[src/rtl/hex_display_scanner_if.sv]
// Bus between the ALU result source (master) and the hex display scanner (slave).
// Carries the value/load capture pair and the multiplexed display outputs.
interface hex_display_scanner_if;
    logic [15:0] value;
    logic        load;
    logic [1:7]  cath;
    logic [3:0]  an;
    logic [1:0]  digit_sel;
    logic        frame_done;

    modport master (
        output value,
        output load,
        input  cath,
        input  an,
        input  digit_sel,
        input  frame_done
    );

    modport slave (
        input  value,
        input  load,
        output cath,
        output an,
        output digit_sel,
        output frame_done
    );
endinterface

[src/rtl/hex_display_scanner.sv]
// Four-digit common-anode seven-segment scanner for a 16-bit value.
// Values are captured into a pending register and copied to the displayed
// shadow register only at the 3->0 digit wrap, so a frame never mixes values.
module hex_display_scanner #(
    parameter int PRESCALE      = 50000,
    parameter bit BLANK_LEADING = 1'b1
) (
    input  logic                 clk,
    input  logic                 reset,
    hex_display_scanner_if.slave bus
);

    localparam int CNT_W = (PRESCALE > 1) ? $clog2(PRESCALE) : 1;
    localparam logic [CNT_W-1:0] CNT_LAST = CNT_W'(PRESCALE - 1);

    logic [CNT_W-1:0] cnt_reg;
    logic [1:0]       digit_reg;
    logic [15:0]      pending_reg;
    logic [15:0]      shadow_reg;
    logic             wrap_reg;

    logic [3:0]       an_reg;
    logic [1:7]       cath_reg;
    logic [1:0]       digit_sel_reg;
    logic             frame_done_reg;

    logic             tick;
    logic             wrap;
    logic [3:0]       nibble;
    logic [1:7]       seg_code;
    logic [3:0]       blank_vec;

    assign tick = (cnt_reg == CNT_LAST);
    assign wrap = tick && (digit_reg == 2'd3);

    // Digit k is blank when every nibble from k upward is zero; digit 0 always shows.
    assign blank_vec[0] = 1'b0;
    generate
        for (genvar gi = 1; gi < 4; gi++) begin : g_blank
            assign blank_vec[gi] = BLANK_LEADING && (shadow_reg[15:4*gi] == '0);
        end
    endgenerate

    assign nibble = shadow_reg[4*digit_reg +: 4];

    // Hex nibble to active-low segment pattern, cath[1]=a ... cath[7]=g.
    always_comb begin
        seg_code = 7'b1111111;
        case (nibble)
            4'h0: seg_code = 7'b0000001;
            4'h1: seg_code = 7'b1001111;
            4'h2: seg_code = 7'b0010010;
            4'h3: seg_code = 7'b0000110;
            4'h4: seg_code = 7'b1001100;
            4'h5: seg_code = 7'b0100100;
            4'h6: seg_code = 7'b0100000;
            4'h7: seg_code = 7'b0001111;
            4'h8: seg_code = 7'b0000000;
            4'h9: seg_code = 7'b0000100;
            4'hA: seg_code = 7'b0001000;
            4'hB: seg_code = 7'b1100000;
            4'hC: seg_code = 7'b0110001;
            4'hD: seg_code = 7'b1000010;
            4'hE: seg_code = 7'b0110000;
            4'hF: seg_code = 7'b0111000;
            default: seg_code = 7'b1111111;
        endcase
    end

    // Prescaler, digit counter, pending capture and frame-boundary shadow update.
    always_ff @(posedge clk) begin
        if (reset) begin
            cnt_reg     <= '0;
            digit_reg   <= 2'd0;
            pending_reg <= 16'h0000;
            shadow_reg  <= 16'h0000;
            wrap_reg    <= 1'b0;
        end else begin
            cnt_reg  <= tick ? '0 : cnt_reg + 1'b1;
            wrap_reg <= wrap;
            if (tick) begin
                digit_reg <= digit_reg + 2'd1;
            end
            if (bus.load) begin
                pending_reg <= bus.value;
            end
            // A load landing on the wrap tick goes straight to the new frame.
            if (wrap) begin
                shadow_reg <= bus.load ? bus.value : pending_reg;
            end
        end
    end

    // Registered display outputs, one cycle behind the digit counter.
    always_ff @(posedge clk) begin
        if (reset) begin
            an_reg         <= 4'b1111;
            cath_reg       <= 7'b1111111;
            digit_sel_reg  <= 2'd0;
            frame_done_reg <= 1'b0;
        end else begin
            an_reg         <= ~(4'b0001 << digit_reg);
            cath_reg       <= blank_vec[digit_reg] ? 7'b1111111 : seg_code;
            digit_sel_reg  <= digit_reg;
            frame_done_reg <= wrap_reg;
        end
    end

    assign bus.an         = an_reg;
    assign bus.cath       = cath_reg;
    assign bus.digit_sel  = digit_sel_reg;
    assign bus.frame_done = frame_done_reg;

endmodule
[src/flat_wrapper.sv]
// flat-port wrapper written by rule: the top's interface ports become plain ports
module hex_display_scanner_flat 
#(
    parameter int PRESCALE      = 50000,
    parameter bit BLANK_LEADING = 1'b1
)
  (clk, reset, bus_value, bus_load, bus_cath, bus_an, bus_digit_sel, bus_frame_done);
  hex_display_scanner_if bus_i ();
  input  logic clk;
  input  logic reset;
  input wire logic [$bits(bus_i.value)-1:0] bus_value;
  input wire logic [$bits(bus_i.load)-1:0] bus_load;
  output wire logic [$bits(bus_i.cath)-1:0] bus_cath;
  output wire logic [$bits(bus_i.an)-1:0] bus_an;
  output wire logic [$bits(bus_i.digit_sel)-1:0] bus_digit_sel;
  output wire logic [$bits(bus_i.frame_done)-1:0] bus_frame_done;
  assign bus_i.value = bus_value;
  assign bus_i.load = bus_load;
  assign bus_cath = bus_i.cath;
  assign bus_an = bus_i.an;
  assign bus_digit_sel = bus_i.digit_sel;
  assign bus_frame_done = bus_i.frame_done;
  hex_display_scanner #(.PRESCALE(PRESCALE), .BLANK_LEADING(BLANK_LEADING)) u_core (.clk(clk), .reset(reset), .bus(bus_i));
endmodule
[config.mk]
export PLATFORM = sky130hd
export DESIGN_NAME = hex_display_scanner_flat
export DESIGN_NICKNAME = d
export VERILOG_FILES = /design/src/rtl/hex_display_scanner_if.sv /design/src/rtl/hex_display_scanner.sv /design/src/flat_wrapper.sv
export SDC_FILE = /design/constraint.sdc
export NUM_CORES = 1
export LEC_CHECK = 0
export BUFFER_PORTS_ARGS = -buffer_cell sky130_fd_sc_hd__buf_2
export CAP_MARGIN = 5
export CORE_UTILIZATION = 60
export DETAILED_ROUTE_END_ITERATION = 8
export PLACE_DENSITY = 0.81
export RECOVER_POWER = 50
export REMOVE_ABC_BUFFERS = 1
export SYNTH_ARGS = -nofsm -noshare
export SYNTH_HDL_FRONTEND = slang
export SYNTH_SLANG_ARGS = --single-unit
[constraint.sdc]
create_clock -name clk -period 3.39 [get_ports clk]
set_input_delay 0.678 -clock clk [delete_from_list [all_inputs] [get_ports clk]]
set_output_delay 0.678 -clock clk [all_outputs]
set_load 0.02 [all_outputs]
==> results of run 1 <==
[metrics by stage]
stage                     power (W)  utilization, %
after detailed placement  0.0008789           65.85
after global routing       0.001659           70.15
after global placement    0.0008766           65.85
after floorplan           0.0008468               -
after CTS                  0.001623           70.73
final                      0.001606           70.15
[cells in the final DEF (no fill, tap or decap), types with 10 or more instances in the layout]
master    netlist  layout
nor2b_1        13      13
clkbuf_1       12      19
dfxtp_1        65      65
nand3_1        19      19
xor2_1         10      10
o21ai_0        15      15
clkbuf_8        0      11
mux2i_1        12      12
a21oi_1        15      15
nor2_1         28      28
ha_1           11      11
buf_2           7      16
[logic make-up after synthesis]
| kind of cell | after synthesis | synth area share, % |
|---|---|---|
| AND/OR/NAND/NOR | 106 | 19.74 |
| flip-flops | 65 | 44.26 |
| AO/OA/AOI/OAI | 47 | 10.04 |
| multiplexers | 30 | 12.64 |
| buffers and inverters | 28 | 4.170 |
| XOR/XNOR | 15 | 4.468 |
| adder cells (fa/ha/maj) | 11 | 4.681 |
[power by group through the flow]
stage                     registers [W]  logic (W)  clock network (W)
final                          0.000788  0.0000703           0.000748
after global routing           0.000790  0.0000782           0.000791
after CTS                      0.000788  0.0000741           0.000761
after detailed placement       0.000805  0.0000735                  0
after global placement         0.000805  0.0000721                  0
after floorplan                0.000810  0.0000367                  0
[path summary, 6_finish.rpt]
check                 startpoint  slack [ps]               endpoint  depth (start not counted)
max          u_core.digit_reg[0]        1000     u_core.bus.cath[4]                          7
min              u_core.wrap_reg         440  u_core.bus.frame_done                          1
max reg2reg  u_core.digit_reg[0]        1000     u_core.bus.cath[4]                          7
min reg2reg      u_core.wrap_reg         440  u_core.bus.frame_done                          1
[layer usage]
metal | up-vias | routed length [microns]
met2 | 48 | 2452
met3 | 7 | 233
li1 | 1101 | -
met5 | - | 0
met1 | 1043 | 2605
met4 | 0 | 78
[synthesized netlist by cell type (all sizes together) (7+ instances only)]
cell	number
buf	8
nand3	19
mux2i	12
a21oi	15
ha	11
o21ai	15
mux2	14
nor2	28
inv	7
xor2	10
nor2b	13
dfxtp	65
clkbuf	13
nand2	9
[area by class of cell]
| type | count | area share [%] |
|---|---|---|
| tap | 67 | 2.530 |
| timing repair buffer | 35 | 4.683 |
| sequential | 65 | 39.27 |
| clock inverter | 4 | 2.266 |
| inverter | 7 | 0.7931 |
| multi-input combinational | 209 | 45.77 |
| clock buffer | 12 | 4.683 |
==> summary.md, run 1 <==
| Metric | Value |
|---|---|
| Synth area leader | dfxtp_1 |
| Cell area after synthesis | 2940 sq um |
| Die W | 72.01 microns |
| WP buf/inv | 2 |
| FF+latch count, synth | 65 |
| Tcrit/Tclk final | 70.45% |
| DIE AREA | 5185 sq um |
| Max cap viols | 0 |
| DP HPWL | 3555 microns |
| RSZ-0062 raised after global routing | false |
| Worst Path Required | 3620 ps |
| Layout Cells excl Fill | 399 |
| Status | completed |
| Rel. slew slack | 37.56% |
| Net Sw Power | 0.0003369 W |
| Largest net degree at the start of global routing | 26 |
| Final Cell Area | 3313 sq um |
| Reg area | 1301 sq um |
| Vias per Instance | 5.511 |
| Synth top area share | 44.26% |
| CTS tree | built |
| I/O pin cnt | 33 |
| Clk_lat worst skew | 340 ps |
| Tmin final | 2388 ps |
| H-tree Lvls | 3 |
| Top FF cell, synth | dfxtp_1 |
| Antenna violations before repair | 0 |
| Num rows | 25 |
| Cell variety after synth | 40 |
| CP delay by family, top | multiplexers |
| Max Clk Rate | 0.4187 GHz |
| Chip Height | 72.01 microns |
| Sequential Power Share | 49.0% |
| WL per Instance | 13.46 microns |
| Syn_area_per_cell | 9.736 sq um |
| TritonRoute pass-1 iters | 4 |
| Switch share | 20.97% |
| Setup TNS | 0 ps |
| Initial Utilization | 62.25% |
| Slew @ Worst Pin | 936.5 ps |
| Top cells by area, synth | dfxtp_1 44%, mux2_2 5.0%, ha_1 4.7%, mux2i_1 4.1%, nor2_1 3.6% |
| Area added between synthesis and finish | 12.68% |
| Core area | 4723 sq um |
| # fillers | 374 |
| Crit path launch type | register |
| IR Drop Worst-Case VDD | 0.3174 mV |
| Crit path cell chain | mux4_2 > inv_1 > ha_1 > inv_1 > mux2i_1 > mux2i_1 > or2_2 |
| WP data arrival | 2610 ps |
| Leakage power | 1.218 nW |
| CP Capture Type | register |
| Multi-input gate area | 1516 sq um |
| Final wirelength | 5369 microns |
| # setup viols final | 0 |
| Setup Crit Path Kind | reg2reg |
| Pint | 0.001270 W |
| Worst slack, placed | 985.7 ps |
| Clock share of power | 46.6% |
| Final #Nets | 357 |
| Sequential-to-total area share from yosys stat | 44.26% |
| Synth Instances | 302 |
| DP Area | 3110 sq um |
| Setup ws final | 1002 ps |
| DR vias | 2199 |
| Setup Buffers After CTS | 0 |
| 1st-iter DRT viols | 155 |
| Yosys warning count | 0 |
| Grt met2 use | 35.74% |
| Worst Hold Slack | 438.1 ps |
| Drt drc | 0 |
| Number of hold buffers added after cts | 0 |
| Clk buf depth | 2 |
| Fin. max-slew vios | 0 |
| CP max stage cell | dfxtp_1 |
| Gr usage total | 23.14% |
| Clock root buffer | clkbuf_8 |
| Final Wtd Congestion | 0.8709 |
| GRT Residual Overflow | 0 |
| Layout cells sized above 1 | 16.57% |
| Crit Path Max Fanout | 14 |
| First-pass GRT wire length | 9149 microns |
| Comb power frac | 4.4% |
| Worst min-delay path class | reg2reg |
| Clock slew at reported path FFs | 70 ps |
| Synth async-reset ratio | 0% |
| Antenna diodes | 0 |
| Vias in the first global route | 2035 |
| DP Cell Count | 383 |
| PortBufs | 32 |
| GR Util met1 | 30.33% |
| Clock skew | 10.51 ps |
| Met3 Use GR | 7.083% |
| Post-cts sizing count | 0 |
| Critical path's largest stage delay | 740 ps |
| CTS sink cnt | 65 |
| Most Used Layer, Global Route | met2 |
| Cts bufs inserted | 9 |
| Final ANT Viol Nets | 0 |
| Number of flops mapped to enable cells by yosys | 0 |
| Final count of hold timing violations | 0 |
| Pwr Density | 484.9 nW/um^2 |
No activity file was read; power rests on OpenSTA's default activity.
==> run 2, diff against run 1 <==
- ABC_AREA: default -> 1
- CORE_UTILIZATION: 60 -> 58
- PLACE_DENSITY: 0.81 -> 0.79
- clock period: 3.39 -> 2.3 ns (I/O delays scaled with it)
==> summary.md, run 2 <==
| Metric | Value |
|---|---|
| Fin. max-slew vios | 39 (+39) |
| Yosys warning count | 0 (unchanged) |
| Gr usage total | 24.49% (+1.3 points) |
| DP HPWL | 4232 microns (+19%) |
| TritonRoute pass-1 iters | 4 (unchanged) |
| 1st-iter DRT viols | 135 (-13%) |
| Clock skew | 9.868 ps (-0.6429 ps) |
| Initial Utilization | 60.25% (-2.0 points) |
| DR vias | 2651 (+21%) |
| Max Clk Rate | 0.4990 GHz (+19%) |
| Max cap viols | 1 (+1) |
| CP most frequent cell | nand2_1 |
| Most common cell after layout, fill and taps aside | nand2_1 |
| H-tree Lvls | 3 (unchanged) |
| Top cells by area, synth | dfxtp_1 42%, nand2_1 11%, inv_1 6.1%, nor2_1 5.5%, nand3_1 5.0% |
| Synth async-reset ratio | 0% (unchanged) |
| FF+latch count, synth | 65 (unchanged) |
| DIE AREA | 5636 sq um (+8.7%) |
| Antenna diodes | 0 (unchanged) |
| Synth top cells by count | 94 x nand2_1, 65 x dfxtp_1, 50 x inv_1, 45 x nor2_1, 31 x nand3_1 |
| Num rows | 26 (+4.0%) |
| Setup Crit Path Kind | reg2reg |
| Vias per Instance | 5.088 (-7.7%) |
| Cell area after synthesis | 3097 sq um (+5.3%) |
| Rel. slew slack | -9.561% (-47 points) |
| Core area | 5140 sq um (+8.8%) |
| Worst min-delay path class | reg2reg |
| Violated checks | max-capacitance violations, max-slew violations |
| WP data arrival | 2230 ps (-380 ps) |
| Pwr Density | 689.6 nW/um^2 (+42%) |
| R2R Setup Slk | 300 ps (-710 ps) |
| CTS tree | built |
| Final wirelength | 6142 microns (+14%) |
| WL per Instance | 11.79 microns (-12%) |
| Clk_lat worst skew | 350 ps (about the same) |
| First-pass GRT wire length | 10260 microns (+12%) |
| Crit Path Max Fanout | 14 (unchanged) |
| Drt drc | 0 (unchanged) |
| Final ANT Viol Nets | 0 (unchanged) |
| IR Drop Worst-Case VDD | 0.5377 mV (+69%) |
| Antenna violations before repair | 0 (unchanged) |
| Final Wtd Congestion | 0.9333 (+7.2%) |
| GRT Residual Overflow | 0 (unchanged) |
| Sequential-to-total area share from yosys stat | 42.02% (-2.2 points) |
| Number of hold buffers added after cts | 0 (unchanged) |
| Synth Instances | 415 (+37%) |
| Crit path launch type | register |
| Chip Height | 75.07 microns (+4.3%) |
| Most common cell in the netlist | nand2_1 |
| RR Startpoint | u_core.digit_reg[0] |
| Setup ws final | 295.8 ps (-706.0 ps) |
| Top FF cell, synth | dfxtp_1 |
| Tcrit/Tclk final | 87.14% (+17 points) |
| Setup Buffers After CTS | 0 (unchanged) |
| Clock root buffer | clkbuf_8 |
| Cell variety after synth | 28 (-30%) |
| Clk buf depth | 2 (unchanged) |
| Status | finished with violations |
| Most frequent cells in the layout | 94 x nand2_1, 65 x dfxtp_1, 51 x inv_1 |
| Hold Path Origin | u_core.wrap_reg |
| Largest net degree at the start of global routing | 39 (+50%) |
| Syn_area_per_cell | 7.462 sq um (-23%) |
| Setup TNS | 0 ps (unchanged) |
| I/O pin cnt | 33 (unchanged) |
| Post-cts sizing count | 0 (unchanged) |
| Worst Path Required | 2530 ps (-1090 ps) |
| PortBufs | 32 (unchanged) |
| R2R depth | 10 (+3) |
| Crit path cell chain | inv_2 > nand2_1 > nand3_1 > nand2_1 > inv_1 > ha_1 > nand3_1 > nand2_1 > nand2_1 > nand3_1 |
| Clock slew at reported path FFs | 70 ps (about the same) |
| Number of flops mapped to enable cells by yosys | 0 (unchanged) |
| Synth area leader | dfxtp_1 |
| Slew @ Worst Pin | 1643 ps (+706.9 ps) |
| Hold-critical path depth | 2 (+1) |
| Hold endpoint | u_core.bus.frame_done |
| # setup viols final | 0 (unchanged) |
| CTS sink cnt | 65 (unchanged) |
| Final count of hold timing violations | 0 (unchanged) |
| Leakage power | 1.476 nW (+21%) |
| Cts bufs inserted | 9 (unchanged) |
| Layout cells sized above 1 | 12.64% (-3.9 points) |
| Synth top area share | 42.02% (-2.2 points) |
| RR Endpoint | u_core.bus.cath[4] |
| CP Capture Type | register |
| Die W | 75.07 microns (+4.3%) |
| CP max stage cell | dfxtp_1 |
| Critical path's largest stage delay | 610 ps (-130 ps) |
| Tmin final | 2004 ps (-384.0 ps) |
| RSZ-0062 raised after global routing | false |
| Final #Nets | 476 (+33%) |
| Area added between synthesis and finish | 11.76% |
| Worst slack, placed | 353.3 ps (-632.4 ps) |
| Vias in the first global route | 2357 (+16%) |
run 2: cell types whose count changed after synthesis, sizes merged, moves of 13 or more:
cell and change:
nand3 +16, o21a +16, nor2b -13, nand2 +89
nor2 +20, inv +48, mux2 -14
run 2: how the worst max path moves through the flow:
stage | startpoint | endpoint | slack [ps] | depth (start not counted)
2_1_floorplan | u_core.cnt_reg[0] | u_core.cnt_reg[11] | 590 | 6
3_3_place_gp | u_core.digit_reg[0] | u_core.bus.cath[1] | 500 | 10
3_5_place_dp | u_core.digit_reg[0] | u_core.bus.cath[1] | 350 | 10
4_1_cts | u_core.digit_reg[0] | u_core.bus.cath[4] | 320 | 10
5_1_grt | u_core.digit_reg[0] | u_core.bus.cath[4] | 60 | 10
6_report | u_core.digit_reg[0] | u_core.bus.cath[4] | 300 | 10
run 2: area by class of cell:
class | instances | area, sq um
fillers | 482 | 1679
clock inverters | 5 | 77.57
flip-flops and latches | 65 | 1301
repair buffers | 37 | 175.2
clock buffers | 11 | 151.4
well taps | 70 | 87.58
multi-input cells | 278 | 1461
inverters | 55 | 206.4
run 2: per-stage QoR:
| step | utilization (%) | cell area, sq um | hold WS, ps | power (W) | std cells |
|---|---|---|---|---|---|
| 6_report | 67.33 | 3461 | 397.8 | 0.002386 | 521 |
| 3_3_place_gp | 63.32 | 3254 | 395.2 | 0.001310 | 505 |
| 2_1_floorplan | - | 2969 | 388.3 | 0.001263 | 398 |
| 3_5_place_dp | 63.32 | 3254 | 395.3 | 0.001315 | 505 |
| 4_1_cts | 67.77 | 3483 | 401.0 | 0.002412 | 521 |
| 5_1_grt | 67.33 | 3461 | 419.0 | 0.002469 | 521 |
run 2: routing by layer:
metal	GRT usage (%)	up-vias	wire, microns
li1	-	1387	-
met1	28.96	1171	2814
met2	40.34	83	2836
met3	8.434	10	386
met4	10.69	0	104
met5	0	-	0
run 2: logic make-up after synthesis:
group / after synthesis / share of synthesized area (%)
AOI/OAI and AO/OA: 48 / 9.657
and+or+nand+nor: 213 / 31.39
adders and majority gates: 11 / 4.444
buffers and inverters: 72 / 10.79
xor gates and xnor gates: 6 / 1.697
DFF: 65 / 42.02
run 2: worst max-delay path, delay by kind of cell (launching register included):
kind | cells | cell delay [ps]
buffers and inverters | 2 | 310
adders and majority gates | 1 | 230
and+or+nand+nor | 7 | 720
DFF | 1 | 610
run 2: power by group:
| group | internal, W | switching, W | leakage [nW] | total, W |
|---|---|---|---|---|
| Combinational | 0.0000467 | 0.0000750 | 0.830 | 0.000122 |
| Sequential | 0.00116 | 0.0000100 | 0.531 | 0.00117 |
| Clock | 0.000665 | 0.000434 | 0.115 | 0.00110 |
